File: src/rtl/uart_pkg.sv
// Shared definitions for the UART receive buffer: entry layout and default depth.
package uart_pkg;

    localparam int DEPTH_DEF = 8;
    localparam int DATA_W    = 8;
    localparam int ENTRY_W   = 10;

    // Field positions inside a stored entry: {stop, parity, data}
    localparam int DATA_LSB  = 0;
    localparam int DATA_MSB  = 7;
    localparam int PAR_BIT   = 8;
    localparam int STP_BIT   = 9;

    typedef struct packed {
        logic              stp_err;
        logic              par_err;
        logic [DATA_W-1:0] data;
    } rx_entry_t;

endpackage

File: src/rtl/uart_sync_fifo.sv
// Synchronous first-word-fall-through FIFO holding received UART entries.
// Pointers carry one extra MSB so full and empty are never ambiguous.
module uart_sync_fifo
    import uart_pkg::*;
#(
    parameter int DEPTH = DEPTH_DEF,
    parameter int AW    = $clog2(DEPTH)
) (
    input  logic          clk,
    input  logic          rst,
    input  logic          wr_en,
    input  rx_entry_t     wr_data,
    input  logic          rd_en,
    output rx_entry_t     rd_data,
    output logic          empty,
    output logic          full,
    output logic [AW:0]   count
);

    rx_entry_t   mem [DEPTH];
    logic [AW:0] wr_ptr;
    logic [AW:0] rd_ptr;
    logic        do_rd;
    logic        do_wr;

    assign count   = wr_ptr - rd_ptr;
    assign empty   = (count == '0);
    assign full    = (count == (AW+1)'(DEPTH));
    assign rd_data = mem[rd_ptr[AW-1:0]];

    // A pop frees the head slot in the same cycle, so a full FIFO still
    // accepts a write when it is popped; rd_en on empty is ignored.
    assign do_rd = rd_en && !empty;
    assign do_wr = wr_en && (!full || do_rd);

    // Pointer update; reset returns both pointers to zero.
    always_ff @(posedge clk or negedge rst) begin
        if (!rst) begin
            wr_ptr <= '0;
            rd_ptr <= '0;
        end else begin
            if (do_wr) wr_ptr <= wr_ptr + 1'b1;
            if (do_rd) rd_ptr <= rd_ptr + 1'b1;
        end
    end

    // Storage write; contents are left untouched by reset.
    always_ff @(posedge clk) begin
        if (do_wr) mem[wr_ptr[AW-1:0]] <= wr_data;
    end

endmodule

File: src/rtl/uart_rx_buffer.sv
// UART receive buffer: captures one frame per data_valid rising edge into a
// FWFT FIFO, tags it with parity/stop errors and flags lost frames.
// Build option: define UART_RX_ERR_DROP_EN to discard frames carrying errors.
module uart_rx_buffer
    import uart_pkg::*;
#(
    parameter int DEPTH = DEPTH_DEF
) (
    input  logic                      clk,
    input  logic                      rst,
    input  logic                      data_valid,
    input  logic [DATA_W-1:0]         P_DATA,
    input  logic                      Parity_Error,
    input  logic                      Stop_Error,
    input  logic                      rd_en,
    input  logic                      clr_ovr,
    output logic [DATA_W-1:0]         rd_data,
    output logic                      rd_par_err,
    output logic                      rd_stp_err,
    output logic                      empty,
    output logic                      full,
    output logic [$clog2(DEPTH):0]    count,
    output logic                      overrun
);

    logic      dv_q;
    logic      capture;
    logic      drop;
    logic      wr_req;
    logic      lost;
    rx_entry_t wr_entry;
    rx_entry_t head;

    assign capture = data_valid && !dv_q;

`ifdef UART_RX_ERR_DROP_EN
    assign drop = Parity_Error || Stop_Error;
`else
    assign drop = 1'b0;
`endif

    assign wr_req   = capture && !drop;
    // A frame is lost only when full and no pop frees a slot this cycle.
    assign lost     = wr_req && full && !(rd_en && !empty);
    assign wr_entry = '{stp_err: Stop_Error, par_err: Parity_Error, data: P_DATA};

    // Previous data_valid for rising-edge detection.
    always_ff @(posedge clk or negedge rst) begin
        if (!rst) dv_q <= 1'b0;
        else      dv_q <= data_valid;
    end

    // Sticky overrun; a new loss wins over a simultaneous clear.
    always_ff @(posedge clk or negedge rst) begin
        if (!rst)         overrun <= 1'b0;
        else if (lost)    overrun <= 1'b1;
        else if (clr_ovr) overrun <= 1'b0;
    end

    uart_sync_fifo #(.DEPTH(DEPTH)) u_fifo (
        .clk     (clk),
        .rst     (rst),
        .wr_en   (wr_req),
        .wr_data (wr_entry),
        .rd_en   (rd_en),
        .rd_data (head),
        .empty   (empty),
        .full    (full),
        .count   (count)
    );

    assign rd_data    = head.data;
    assign rd_par_err = head.par_err;
    assign rd_stp_err = head.stp_err;

endmodule
File: config.mk
export PLATFORM = sky130hd
export DESIGN_NAME = uart_rx_buffer
export DESIGN_NICKNAME = d
export VERILOG_FILES = /design/src/rtl/uart_pkg.sv /design/src/rtl/uart_sync_fifo.sv /design/src/rtl/uart_rx_buffer.sv
export SDC_FILE = /design/constraint.sdc
export NUM_CORES = 1
export LEC_CHECK = 0
export ABC_AREA = 1
export BUFFER_PORTS_ARGS = -buffer_cell sky130_fd_sc_hd__buf_2
export CAP_MARGIN = 20
export CORE_UTILIZATION = 31
export DETAILED_ROUTE_END_ITERATION = 6
export GPL_ROUTABILITY_DRIVEN = 1
export GPL_TIMING_DRIVEN = 0
export PLACE_DENSITY = 0.58
export SETUP_SLACK_MARGIN = 0.2
export SLEW_MARGIN = 30
export SYNTH_ARGS = -nofsm -noshare
export SYNTH_HDL_FRONTEND = slang
export SYNTH_SLANG_ARGS = --single-unit
File: constraint.sdc
create_clock -name clk -period 6.6 [get_ports clk]
set_clock_uncertainty 0.1 [all_clocks]
set_input_delay 1.32 -clock clk [delete_from_list [all_inputs] [get_ports clk]]
set_output_delay 1.32 -clock clk [all_outputs]
set_load 0.1 [all_outputs]
# After elaboration in Yosys (flattened, before gate mapping)
# Memory sizes are Yosys's and may differ from the RTL's.
# Cells that the tools add are included.
# totals
ramBits	80
input_bits	15
wordCells	25
out_inout_bits	17
reg_bits	10
mem_count	1
# memory_table
name	depth	word_bits	rd	rd_clocked_by_memory_dff	write_ports	line	text
u_fifo.mem	8	10	1	0	1	uart_sync_fifo.sv:20	rx_entry_t mem [DEPTH];
# op_classes
n_eq_ne	1
mux	4
reduce_logical	12
addsub	3
# op_table
op	n
adder 4 x 1 -> 4 bit (second input constant)	2
logical AND 1 bit	5
equality test 4 bit (second input constant)	1
logical NOT 1 bit	4
logical NOT 4 bit	1
2-to-1 mux 1 bit	4
subtractor 4 bit	1
nonzero test 2 bit	1
logical OR 1 bit	1

# Depth between registers and ports, before layout
# logic_depth
depth_word	8
ltp_mapped	11
mapped_depth_nobuf	11

# Cells and area by module
# Synthesis repeated with hierarchy kept, for this count alone.
# unflattened
hier_cells	335
hier_area_um2	3811.2
# by_module_without_submodules
mod	n_inst	cells_each	area_each_um2
uart_sync_fifo	1	325	3727.3
uart_rx_buffer	1	10	83.8

# Worst setup path after synthesis
# OpenSTA, ideal clock, no wires.
# synth_timing
kind	reg2out
from	reg u_fifo.rd_ptr[1]
to	out empty
stages_incl_launch_ff	8
t_arrival_ns	3.318
n_path_buf	1
slack_ns	1.862
cell_sequence	dfrtp_1 inv_1 clkbuf_1 fa_1 xor2_1 nor2_2 nand3_2 inv_1
# synth_via
elab_chain_len	2
# synth_rtl
item	line	text
start: declaration	uart_sync_fifo.sv:22	logic [AW:0] rd_ptr;
start signal: assignment	uart_sync_fifo.sv:43	if (do_rd) rd_ptr <= rd_ptr + 1'b1;
subtractor 4 bit	uart_sync_fifo.sv:26	assign count = wr_ptr - rd_ptr;
net count[2]	uart_rx_buffer.sv:22	output logic [$clog2(DEPTH):0] count,
logical NOT 4 bit	uart_sync_fifo.sv:27	assign empty = (count == '0);
end: declaration	uart_rx_buffer.sv:20	output logic empty,
# The timed path passes the listed nets, and every way through them passes these cells.

# Worst setup path after layout
# layout_timing
from	reg u_fifo.rd_ptr[1]
to	out empty
# layout_via
elab_chain_len	2
# layout_rtl
item	line
subtractor 4 bit	uart_sync_fifo.sv:26
logical NOT 4 bit	uart_sync_fifo.sv:27
# Every way passes these cells.

==> results.md <==
- The mean number of vias per cell is 4.85.
- The number of cells upsized or downsized after cts is 0.
- The critical path goes through inv_1 > clkbuf_1 > fa_1 > or2_0 > nor2_2 > nand3_2 > inv_1 > buf_2.
- Of the synthesized area, sequential elements account for 0.697.
- The via count of the first global-routing pass is 2351.
- The number of nets in the layout is 396.
- The layout-stage area growth over the synthesis result is 16.7%.
- The detailed-route DRC error count is 0.
- The overall die area is 12700 sq um.
- The relative slew slack is 0.472.
- The clock tree root buffer cell is clkbuf_16.
- The nature of the critical path endpoint is an output port.
- Input and output buffers added on the ports amount to 31.
- On the critical path, the stage with the largest delay is an instance of clkbuf_1.
- The worst slack at placement is 2450 ps.
- TritonCTS built the clock tree.
- The row count is 40.
- The share of the clock period used by the worst path after layout is 0.684.
- Across every metal layer, demand over resource in global routing totals 0.149.
- The hold-fix buffer count after cts is 0.
- The routing usage on met2 is 0.238.
- The number of setup buffers added after CTS is 0.
- The maximum clock frequency is 0.221 GHz.
- The clock reaches the later pin of the worst-skew pair after 340 ps.
- The critical path class is flip-flop to output port.
- After the first detailed-routing iteration, the DRC count stood at 144.
- In this run the worst path has a maximum fanout of 11.
- The total wire length is 8.78 mm.
- The met3 track utilization from global routing is 0.0209.
- In the final routed layout, each cell accounts on average for 16.7 um.
- The share of layout cells above drive strength 1 is 0.184.
- The worst path meets setup with 2080 ps of slack.
- For this configuration, the core starts out at a cell density of 0.318.
- The minimum clock period after layout is 4520 ps.
- The initial antenna violation count came to 0.
- The floorplan step set the die height to 113 um.
- The highest-utilization routing layer at the global route stage is met2.
- The H-tree generated during clock tree synthesis spans 3 levels.
- Detailed placement ended at an HPWL of 5.29 mm.
- The filler cells instantiated in the layout total 1167.
- The Yosys step of the flow raised 0 warnings.
- In this run the remaining antenna-violating nets after routing total 0.
- The number of nets handed over by synthesis was 354.
- In this run the standard cell core region covers 12000 sq um.
- The clock-pin slew reported for the worst setup and hold paths after clock tree synthesis is 70 ps.
- Summed over all failing endpoints, the final setup total negative slack is 0 ps.
- The number of I/O pins is 32.
- The number of antenna diodes in the final layout is 0.
- The wire length of the first global-routing pass is 13.6 mm.
- Dividing the synthesized area by the synthesized cell count gives 11.4 sq um.
- The routability congestion estimate from global placement is 0.760.
- The number of storage elements in the synthesis netlist is 90.
- Data on the critical path arrives at its endpoint at 3100 ps.
- STA classifies the critical path startpoint as a flip-flop.
- The slew at the pin closest to its max-slew limit is 792 ps.
- The cell area that synthesis handed to floorplanning was 3800 sq um.
- For met1 alone, demand over resource in global routing was 0.199.
- Max-cap violations in this run came to 0.
- The min-delay analysis places its worst path in the category flip-flop to flip-flop.
- The count of final hold-check violations is 0.
- The critical path contains buffers and inverters numbering 4 combined.
- The max-slew violation count came to 0.
- No sink is reached through more buffers than the 2 on the longest clock path.
- The flow ran to the end, and the final reports show no timing, DRC or antenna violations.
- The horizontal die dimension is 113 um.
- The largest single stage delay on the critical path is 610 ps.
- Synthesis produced a netlist whose cell count is 333.
- The cell with the most instances on the worst path is inv_1.
- For this block, the via count after detailed routing is 2557.
- For the worst setup path, the data required time is 5180 ps.
- Setup repair after global routing left no endpoint under its margin.
- The number of clock buffers inserted by TritonCTS is 9.
- Entering global routing, the biggest net connects 17 pins.
- Grouping stages by cell kind, the critical path spends the most delay in buffers and inverters.
- Clock tree synthesis found a total of 90 sinks.
- In this run, distinct cell masters in the synthesized netlist total 24.
- Once layout is complete, the utilization of the core stands at 0.371.
- The number of setup violations in the final report is 0.
- Global routing finished with a remaining overflow of 0.
- The first-pass detailed-route iteration total is 4.
==> per-layer routing <==
layer,share of wire,vias up
li1,-,1245
met1,0.44,1227
met2,0.48,78
met3,0.072,7
met4,0.014,0
met5,0,-
==> Yosys cell counts, drive strengths merged <==
cell type   n  share of area
nand2      59          0.062
a21oi      11          0.014
xor2        4         0.0092
fa          1         0.0053
ha          5          0.016
nor2       61          0.061
o22ai       1         0.0016
dfrtp      10          0.066
clkbuf      7         0.0069
xnor2       1         0.0023
buf         9          0.012
o21ai      41          0.054
edfxtp     80           0.63
nand3      15          0.024
inv        17          0.017
a31oi      10          0.016
or2         1         0.0016
==> per-stage QoR <==
step / hold WS, ps / instance area [sq um] / cells
finish: 400 / 4440 / 527
global route: 434 / 4440 / 527
CTS: 409 / 4440 / 527
detailed placement: 400 / 4160 / 511
global placement: 382 / 4140 / 511
floorplan: 363 / 3800 / 333
==> cell type report <==
class	instances	area [sq um]	area share
sequential	90	2650	0.598
multi-input combinational	210	1040	0.234
clock buffer	9	225	0.0507
tap	147	184	0.0414
timing repair buffer	31	155	0.0349
buffer	16	70.1	0.0158
inverter	17	63.8	0.0144
clock inverter	7	51.3	0.0116
==> cell families (layout without fill, tap and decap cells) <==
family / count (synthesis) / after routing / synth area share
and+or+nand+nor: 136 / 136 / 0.148
DFF: 90 / 90 / 0.697
AOI/OAI and AO/OA: 63 / 63 / 0.0865
buffers and inverters: 33 / 80 / 0.0352
adders and majority gates: 6 / 6 / 0.0217
xor gates and xnor gates: 5 / 5 / 0.0115
==> final timing paths <==
path	from	end	slack (ps)	cells past startpoint
max	u_fifo.rd_ptr[1]$_DFFE_PN0P_	empty	2080	8
min	u_fifo.wr_ptr[3]$_DFFE_PN0P_	u_fifo.wr_ptr[3]$_DFFE_PN0P_	400	2
max reg2reg	u_fifo.rd_ptr[2]$_DFFE_PN0P_	u_fifo.mem[1][8]$_DFFE_PP_	3320	10
min reg2reg	u_fifo.wr_ptr[3]$_DFFE_PN0P_	u_fifo.wr_ptr[3]$_DFFE_PN0P_	400	2
max in group asynchronous	rst	u_fifo.rd_ptr[3]$_DFFE_PN0P_	5460	1
min in group asynchronous	rst	u_fifo.rd_ptr[2]$_DFFE_PN0P_	740	1
==> cell usage in the layout, fill, tap and decap left out <==
cell type / instances
buf_2: 39
xnor2_1: 1
inv_6: 2
a21oi_1: 11
a31oi_1: 10
dfrtp_1: 10
nand2_2: 2
nor2_2: 9
nor2_1: 52
clkbuf_1: 7
fa_1: 1
nand3_2: 3
nand3_1: 12
nand2_1: 56
clkinv_2: 1
inv_1: 16
nand2_4: 1
o21ai_0: 39
clkinvlp_4: 1
or2_0: 1
ha_1: 5
clkinv_4: 2
buf_1: 1
inv_2: 1
edfxtp_1: 80
clkbuf_16: 9
clkinv_1: 1
xor2_1: 4
o22ai_1: 1
o21ai_1: 2
==> worst min-delay path: cells and delay by family, from the launching register on <==
kind,cells,cell delay (ps)
simple gates,2,110
flops,1,360
==> flip-flops by register name, summed over array words and instances (netlist names) <==
signal and flops:
dv_q 1, overrun 1, u_fifo.mem 80, u_fifo.rd_ptr 4, u_fifo.wr_ptr 4
Power is not shown: default switching activity piles up to over one toggle a cycle in this logic, so the estimate is an artifact.
